**src/rtl/input_debouncer.sv**
```systemverilog
// Switch/button debouncer: two-flop synchronizer followed by a four-state
// qualification FSM that accepts a new level only after it has held for
// STABLE_CYCLES synchronized cycles.
//
// Ports:
//   clk  - rising-edge clock
//   rst  - synchronous active-low reset
//   d    - raw asynchronous input
//   q    - debounced registered level
//   rise - one-cycle registered pulse when q goes 0 -> 1
//   fall - one-cycle registered pulse when q goes 1 -> 0
//   busy - high while a level change is being qualified (decoded from state)
module input_debouncer #(
    parameter int unsigned STABLE_CYCLES = 1000,
    parameter int unsigned CNT_W         = 16
) (
    input  logic clk,
    input  logic rst,
    input  logic d,
    output logic q,
    output logic rise,
    output logic fall,
    output logic busy
);

    typedef enum logic [1:0] {
        LOW    = 2'd0,
        WAIT_H = 2'd1,
        HIGH   = 2'd2,
        WAIT_L = 2'd3
    } state_t;

    localparam logic [CNT_W-1:0] CNT_LAST = CNT_W'(STABLE_CYCLES - 1);

    state_t           state;
    logic             s1;
    logic             s2;
    logic             sync;
    logic [CNT_W-1:0] cnt;

    // Only the second synchronizer stage is allowed to feed the FSM.
    assign sync = s2;

    // busy is a pure decode of the qualifying states.
    assign busy = (state == WAIT_H) || (state == WAIT_L);

    // Synchronizer, qualification FSM and registered outputs.
    always_ff @(posedge clk) begin
        if (!rst) begin
            s1    <= 1'b0;
            s2    <= 1'b0;
            state <= LOW;
            cnt   <= '0;
            q     <= 1'b0;
            rise  <= 1'b0;
            fall  <= 1'b0;
        end else begin
            s1   <= d;
            s2   <= s1;
            rise <= 1'b0;
            fall <= 1'b0;
            case (state)
                LOW: begin
                    cnt <= '0;
                    if (sync) begin
                        state <= WAIT_H;
                    end
                end
                WAIT_H: begin
                    if (!sync) begin
                        state <= LOW;
                        cnt   <= '0;
                    end else if (cnt == CNT_LAST) begin
                        state <= HIGH;
                        cnt   <= '0;
                        q     <= 1'b1;
                        rise  <= 1'b1;
                    end else begin
                        cnt <= cnt + CNT_W'(1);
                    end
                end
                HIGH: begin
                    cnt <= '0;
                    if (!sync) begin
                        state <= WAIT_L;
                    end
                end
                WAIT_L: begin
                    if (sync) begin
                        state <= HIGH;
                        cnt   <= '0;
                    end else if (cnt == CNT_LAST) begin
                        state <= LOW;
                        cnt   <= '0;
                        q     <= 1'b0;
                        fall  <= 1'b1;
                    end else begin
                        cnt <= cnt + CNT_W'(1);
                    end
                end
                default: begin
                    state <= LOW;
                    cnt   <= '0;
                end
            endcase
        end
    end

endmodule

```
**config.mk**
```make
export PLATFORM = sky130hd
export DESIGN_NAME = input_debouncer
export DESIGN_NICKNAME = d
export VERILOG_FILES = /design/src/rtl/input_debouncer.sv
export SDC_FILE = /design/constraint.sdc
export NUM_CORES = 1
export LEC_CHECK = 0
export BUFFER_PORTS_ARGS = -buffer_cell sky130_fd_sc_hd__buf_2
export CORE_MARGIN = 1.5
export CORE_UTILIZATION = 39
export CTS_BUF_LIST = sky130_fd_sc_hd__clkbuf_16
export DETAILED_ROUTE_END_ITERATION = 16
export PLACE_DENSITY = 0.52
export SYNTH_ARGS = -nofsm -noshare
export SYNTH_HDL_FRONTEND = slang
export SYNTH_SLANG_ARGS = --single-unit
export TNS_END_PERCENT = 30
```
**constraint.sdc**
```tcl
create_clock -name clk -period 2.2 [get_ports clk]
set_clock_uncertainty 0.15 [all_clocks]
set_input_delay 0.22 -clock clk [delete_from_list [all_inputs] [get_ports clk]]
set_output_delay 0.22 -clock clk [all_outputs]
set_load 0.03 [all_outputs]
```
After elaboration in Yosys (flattened, before gate mapping)
Cells that the tools add are included.
- flip-flop bits (word level): 23
- logic and storage cells: 47
- add/sub/neg operators: 1
- eq/ne operators: 12
- multiplexer cells: 17
- bitwise operators: 2
- reductions and logical operators: 8
- operators with widths (cell ; count):
    16-bit two-way mux ; 3
    16-bit case mux with 3 select lines ; 1
    16-bit by 1-bit adder with 16-bit output (second input constant) ; 1
    16-bit by 10-bit equality test with 1-bit output (second input constant) ; 1
    2-bit two-way mux ; 6
    2-bit != test (second input constant) ; 4
    2-bit case mux with 4 select lines ; 1
    3-bit by 2-bit != test with 1-bit output (second input constant) ; 2
    1-bit two-way mux ; 5
    5-bit AND reduction ; 1
    2-bit equality test (second input constant) ; 2
    2-bit by 1-bit != test with 1-bit output (second input constant) ; 2
    4-bit AND reduction ; 1
    3-bit AND reduction ; 1
    3-bit OR reduction ; 1
    2-bit by 1-bit equality test with 1-bit output (second input constant) ; 1
    2-bit zero test ; 1
    1-bit inverter ; 2
    1-bit case mux with 2 select lines ; 1
    2-bit nonzero test ; 1
    2-bit OR reduction ; 1
    1-bit logical OR ; 1

Depth between registers and ports, before layout
- depth in word-level cells: 4
- gate-level depth with buffers: 7
- mapped depth without buffers: 5

Worst setup path before layout
No wires, ideal clock.
- path type: flip-flop to flip-flop
- start point: register cnt[12]
- end point: register cnt[11]
- setup time: 115 ps
- arrival time: 1621 ps
- data required time: 1935 ps
- setup slack: 314 ps
- cell stages (with the launch flop): 7
- path buffers: 2
- cell sequence: dfxtp_1 or4_4 nor4_4 or2_1 buf_6 buf_8 nor2_1
- longest elaborated chain between the ends: 4
- ends and longest elaborated chain (what ; RTL line ; source):
    from (decl) ; 39 ; logic [CNT_W-1:0] cnt;
    from (signal assigned) ; 79 ; cnt <= cnt + CNT_W'(1);
    from (signal assigned) ; 98 ; cnt <= cnt + CNT_W'(1);
    16-bit by 10-bit equality test with 1-bit output * ; 73, 92 ;
    16-bit two-way mux * ; 73, 92 ;
    16-bit two-way mux, on equally long branches ; 89, 70 ;
    16-bit case mux with 3 select lines * ; 62 ; case (state)
Mark *: on every way between the ends. The rest lies on a longest branch, timed or not.
A chain may end at the register's enable or synchronous reset.

Final worst setup path
- start point: register cnt[12]
- end point: register q
- longest elaborated chain between the ends: 3
- ends and longest elaborated chain (what ; RTL line ; source):
    16-bit by 10-bit equality test with 1-bit output * ; 73, 92 ;
    2-bit by 1-bit != test with 1-bit output (no line) ; -- ;
    5-bit AND reduction (no line) * ; -- ;
    to (signal assigned) ; 54 ; q <= 1'b0;
    to (signal assigned) ; 76 ; q <= 1'b1;
    to (signal assigned) ; 95 ; q <= 1'b0;
    to (decl) ; 20 ; output logic q,
Marks and branches as above.

==> flow_summary.rst <==
.. list-table::
   :header-rows: 1

   * - Metric
     - Value
   * - Iteration-0 DRC count of the detailed router
     - 14
   * - Global-route wire length before repair
     - approximately 3000 um
   * - Standard-cell row count
     - 18
   * - Diode count
     - 0
   * - Clock tree from TritonCTS
     - yes
   * - Post-synth EDFFs
     - 0
   * - Sequential-to-total area share from yosys stat
     - 46.2%
   * - Routed length per instance
     - between 10 and 15 um
   * - DIE AREA
     - around 2900 um2
   * - Maximum level of the CTS H-tree
     - 1
   * - Number of buffers inserted by hold repair at cts
     - 0
   * - Most frequent cells in the layout
     - dfxtp_1 (23), nor2_1 (18), xnor2_1 (11)
   * - Area growth, synth to finish
     - 14.6%
   * - Buffers added on ports
     - 6
   * - Flip-flop and latch count after synthesis
     - 23
   * - Die boundary height
     - 53.6 um
   * - Floorplan Core Area
     - 2450 um2
   * - Outcome
     - finished, final reports clean
   * - Clock tree root driver cell
     - clkbuf_16
   * - Critical path fanouts, max
     - 7
   * - Proportion of synthesized flip-flops having asynchronous set or reset
     - 0%
   * - Post-CTS resize count
     - 0
   * - Footprint of the multi-input gates
     - 488 um2
   * - Critical path, cell by cell
     - or4_4, nor4_4, a21boi_0, o31a_1
   * - Wirelength, routed
     - 1710 um
   * - Number of warnings reported in the yosys synthesis log
     - 0
   * - Classification of the worst setup path
     - reg2reg
   * - Count of mapped cells out of synthesis
     - 108
   * - Residual DRC count
     - 0
   * - Routability-driven placement congestion ratio
     - 0.779
   * - Number of vias in the routed layout
     - a little over 700
   * - Number of buffers added by the clock tree synthesis step
     - 3
   * - WP data required
     - 2.20 ns
   * - Overflow left after global routing
     - 0
   * - Filler cells
     - 246
   * - Crit path launch type
     - flip-flop
   * - Overall fraction of global-route tracks in use
     - 15.0%
   * - Number of distinct library cells after synthesis
     - 29
   * - Cell area after technology mapping
     - 997 um2
   * - Clock slew seen by the registers of the worst setup and hold paths
     - approximately 0.06 ns
   * - Estimated wirelength of the detail-placed design
     - 1220 um
   * - Biggest cell delay along the critical path
     - 0.56 ns
   * - Number of antenna violations at the first check in global routing
     - 0
   * - Maximum frequency from static timing analysis
     - a little over 500 MHz
   * - Final Net Count
     - 122
   * - Final setup violation count
     - 0
   * - Net count after synthesis
     - 112
   * - Relative max-transition margin
     - between 70% and 80%
   * - RSZ-0062 raised after global routing
     - no
   * - Most common cell after layout, fill and taps aside
     - dfxtp_1
   * - Final max-slew violation count
     - 0
   * - Final clock period utilization by the worst path
     - roughly nine tenths
   * - # Max-Cap Violations
     - 0
   * - Number of global-route vias before repair
     - 659
   * - Maximum ir drop on the vdd rail
     - about 0.53 mV
   * - Number of buffers on the longest clock path
     - 2
   * - Layout cell share with drive strength beyond 1
     - between 10% and 20%
   * - Post-synth top flop
     - dfxtp_1
   * - Initial Util
     - approximately two fifths
   * - Cell with the largest stage delay on the worst path
     - or4_4
   * - Pin count of the biggest net entering global routing
     - 16
   * - Total power divided by cell area
     - just over 700 nW/um2
   * - Seq. cell area
     - 460 um2
   * - Hold Vio Cnt, Final
     - 0
   * - Min Clock Period, post-route
     - just under 2 ns
   * - Setup tns final
     - 0 ns
   * - Overall power after layout
     - a little over 0.8 mW
   * - Number of setup buffers added after CTS
     - 0
   * - Tightest Pin Transition
     - between 0.3 and 0.4 ns
   * - Clock insertion delay at the later pin of the skew report
     - ~0.25 ns
   * - Hold Crit Class
     - in2reg
   * - Mapped Avg Cell Area
     - 9.23 um2
   * - Crit path DAT
     - around 2 ns
   * - I/O pin count
     - 7
   * - Endpoint class of the critical path
     - flip-flop
   * - Clk sink count
     - 23
   * - Count of antenna-violating nets left after detailed routing
     - 0
   * - Post-DR vias/cell
     - 4.82
   * - Number of detailed-routing iterations run before antenna repair
     - 4
   * - Die width
     - between 50 and 60 um
   * - Leakage
     - about 0.37 nW
==> cells in the mapped netlist, types with 2 or more instances <==
master	number	area share, %
xnor2_1	11	9.7
nor2_1	18	6.8
or4_1	2	1.5
a21boi_0	3	2.3
a21oi_1	2	1.0
and2_1	2	1.3
inv_1	5	1.9
nor4_1	2	1.3
nand4_1	5	3.1
dfxtp_1	23	46
xor2_1	3	2.6
nand3_1	6	3.0
nor3_1	6	3.0
nand2_1	5	1.9
==> per-stage QoR <==
stage / setup slack, ns / hold WS [ns] / instance area (um2) / util (%) / instances
floorplan: 0.314 / 0.186 / 997 / - / 108
global placement: 0.253 / 0.274 / 1060 / 43.3 / 143
detailed placement: 0.207 / 0.274 / 1060 / 43.3 / 143
CTS: 0.205 / 0.0292 / 1140 / 46.5 / 147
global route: 0.0809 / 0.0317 / 1140 / 46.5 / 147
finish: 0.211 / 0.0293 / 1140 / 46.5 / 147
==> registers in the layout, indices dropped and copies added (netlist names), named ones only <==
register	count
state	1
s2	1
fall	1
s1	1
q	1
rise	1
cnt	16
==> critical path, delay by kind of cell (launching register included) <==
family / cells / cell delay, ns
DFF: 1 / 0.35
AOI/OAI and AO/OA: 2 / 0.43
and+or+nand+nor: 2 / 0.95
==> layout make-up <==
class	count	area share (%)
well taps	30	3.29
clock buffers	3	6.57
inverters	5	1.64
repair buffers	8	5.04
flip-flops and latches	23	40.3
multi-input cells	77	42.7
clock inverters	1	0.438
==> per-layer routing <==
layer	share of wire (%)	global-route usage, %
met5	0	0
met4	1.1	5.13
met3	3.0	5.83
met2	41	20.6
met1	55	21.2
==> kinds of logic after synthesis <==
group	count (synthesis)	share of synthesized area, %
AND/OR/NAND/NOR	54	29.7
flip-flops	23	46.2
XOR/XNOR	14	12.3
AO/OA/AOI/OAI	8	5.65
buffers and inverters	8	4.89
adder cells (fa/ha/maj)	1	1.25
==> path summary, 6_finish.rpt <==
| check | start | to | slack, ns | cells past startpoint |
|---|---|---|---|---|
| worst min register to register | s1$_SDFF_PN0_ | s2$_SDFF_PN0_ | 0.30 | 1 |
| worst max register to register | cnt[12]$_SDFF_PN0_ | q$_SDFFE_PN0P_ | 0.21 | 4 |
| worst min-delay path | d | s1$_SDFF_PN0_ | 0.03 | 2 |
| worst max-delay path | cnt[12]$_SDFF_PN0_ | q$_SDFFE_PN0P_ | 0.21 | 4 |
==> power breakdown <==
part | total (mW) | internal [mW] | switching, mW
Clock | 0.389 | 0.244 | 0.144
Sequential | 0.421 | 0.419 | 0.00204
Combinational | 0.00807 | 0.00342 | 0.00464
(Power assumes the default switching activity.)
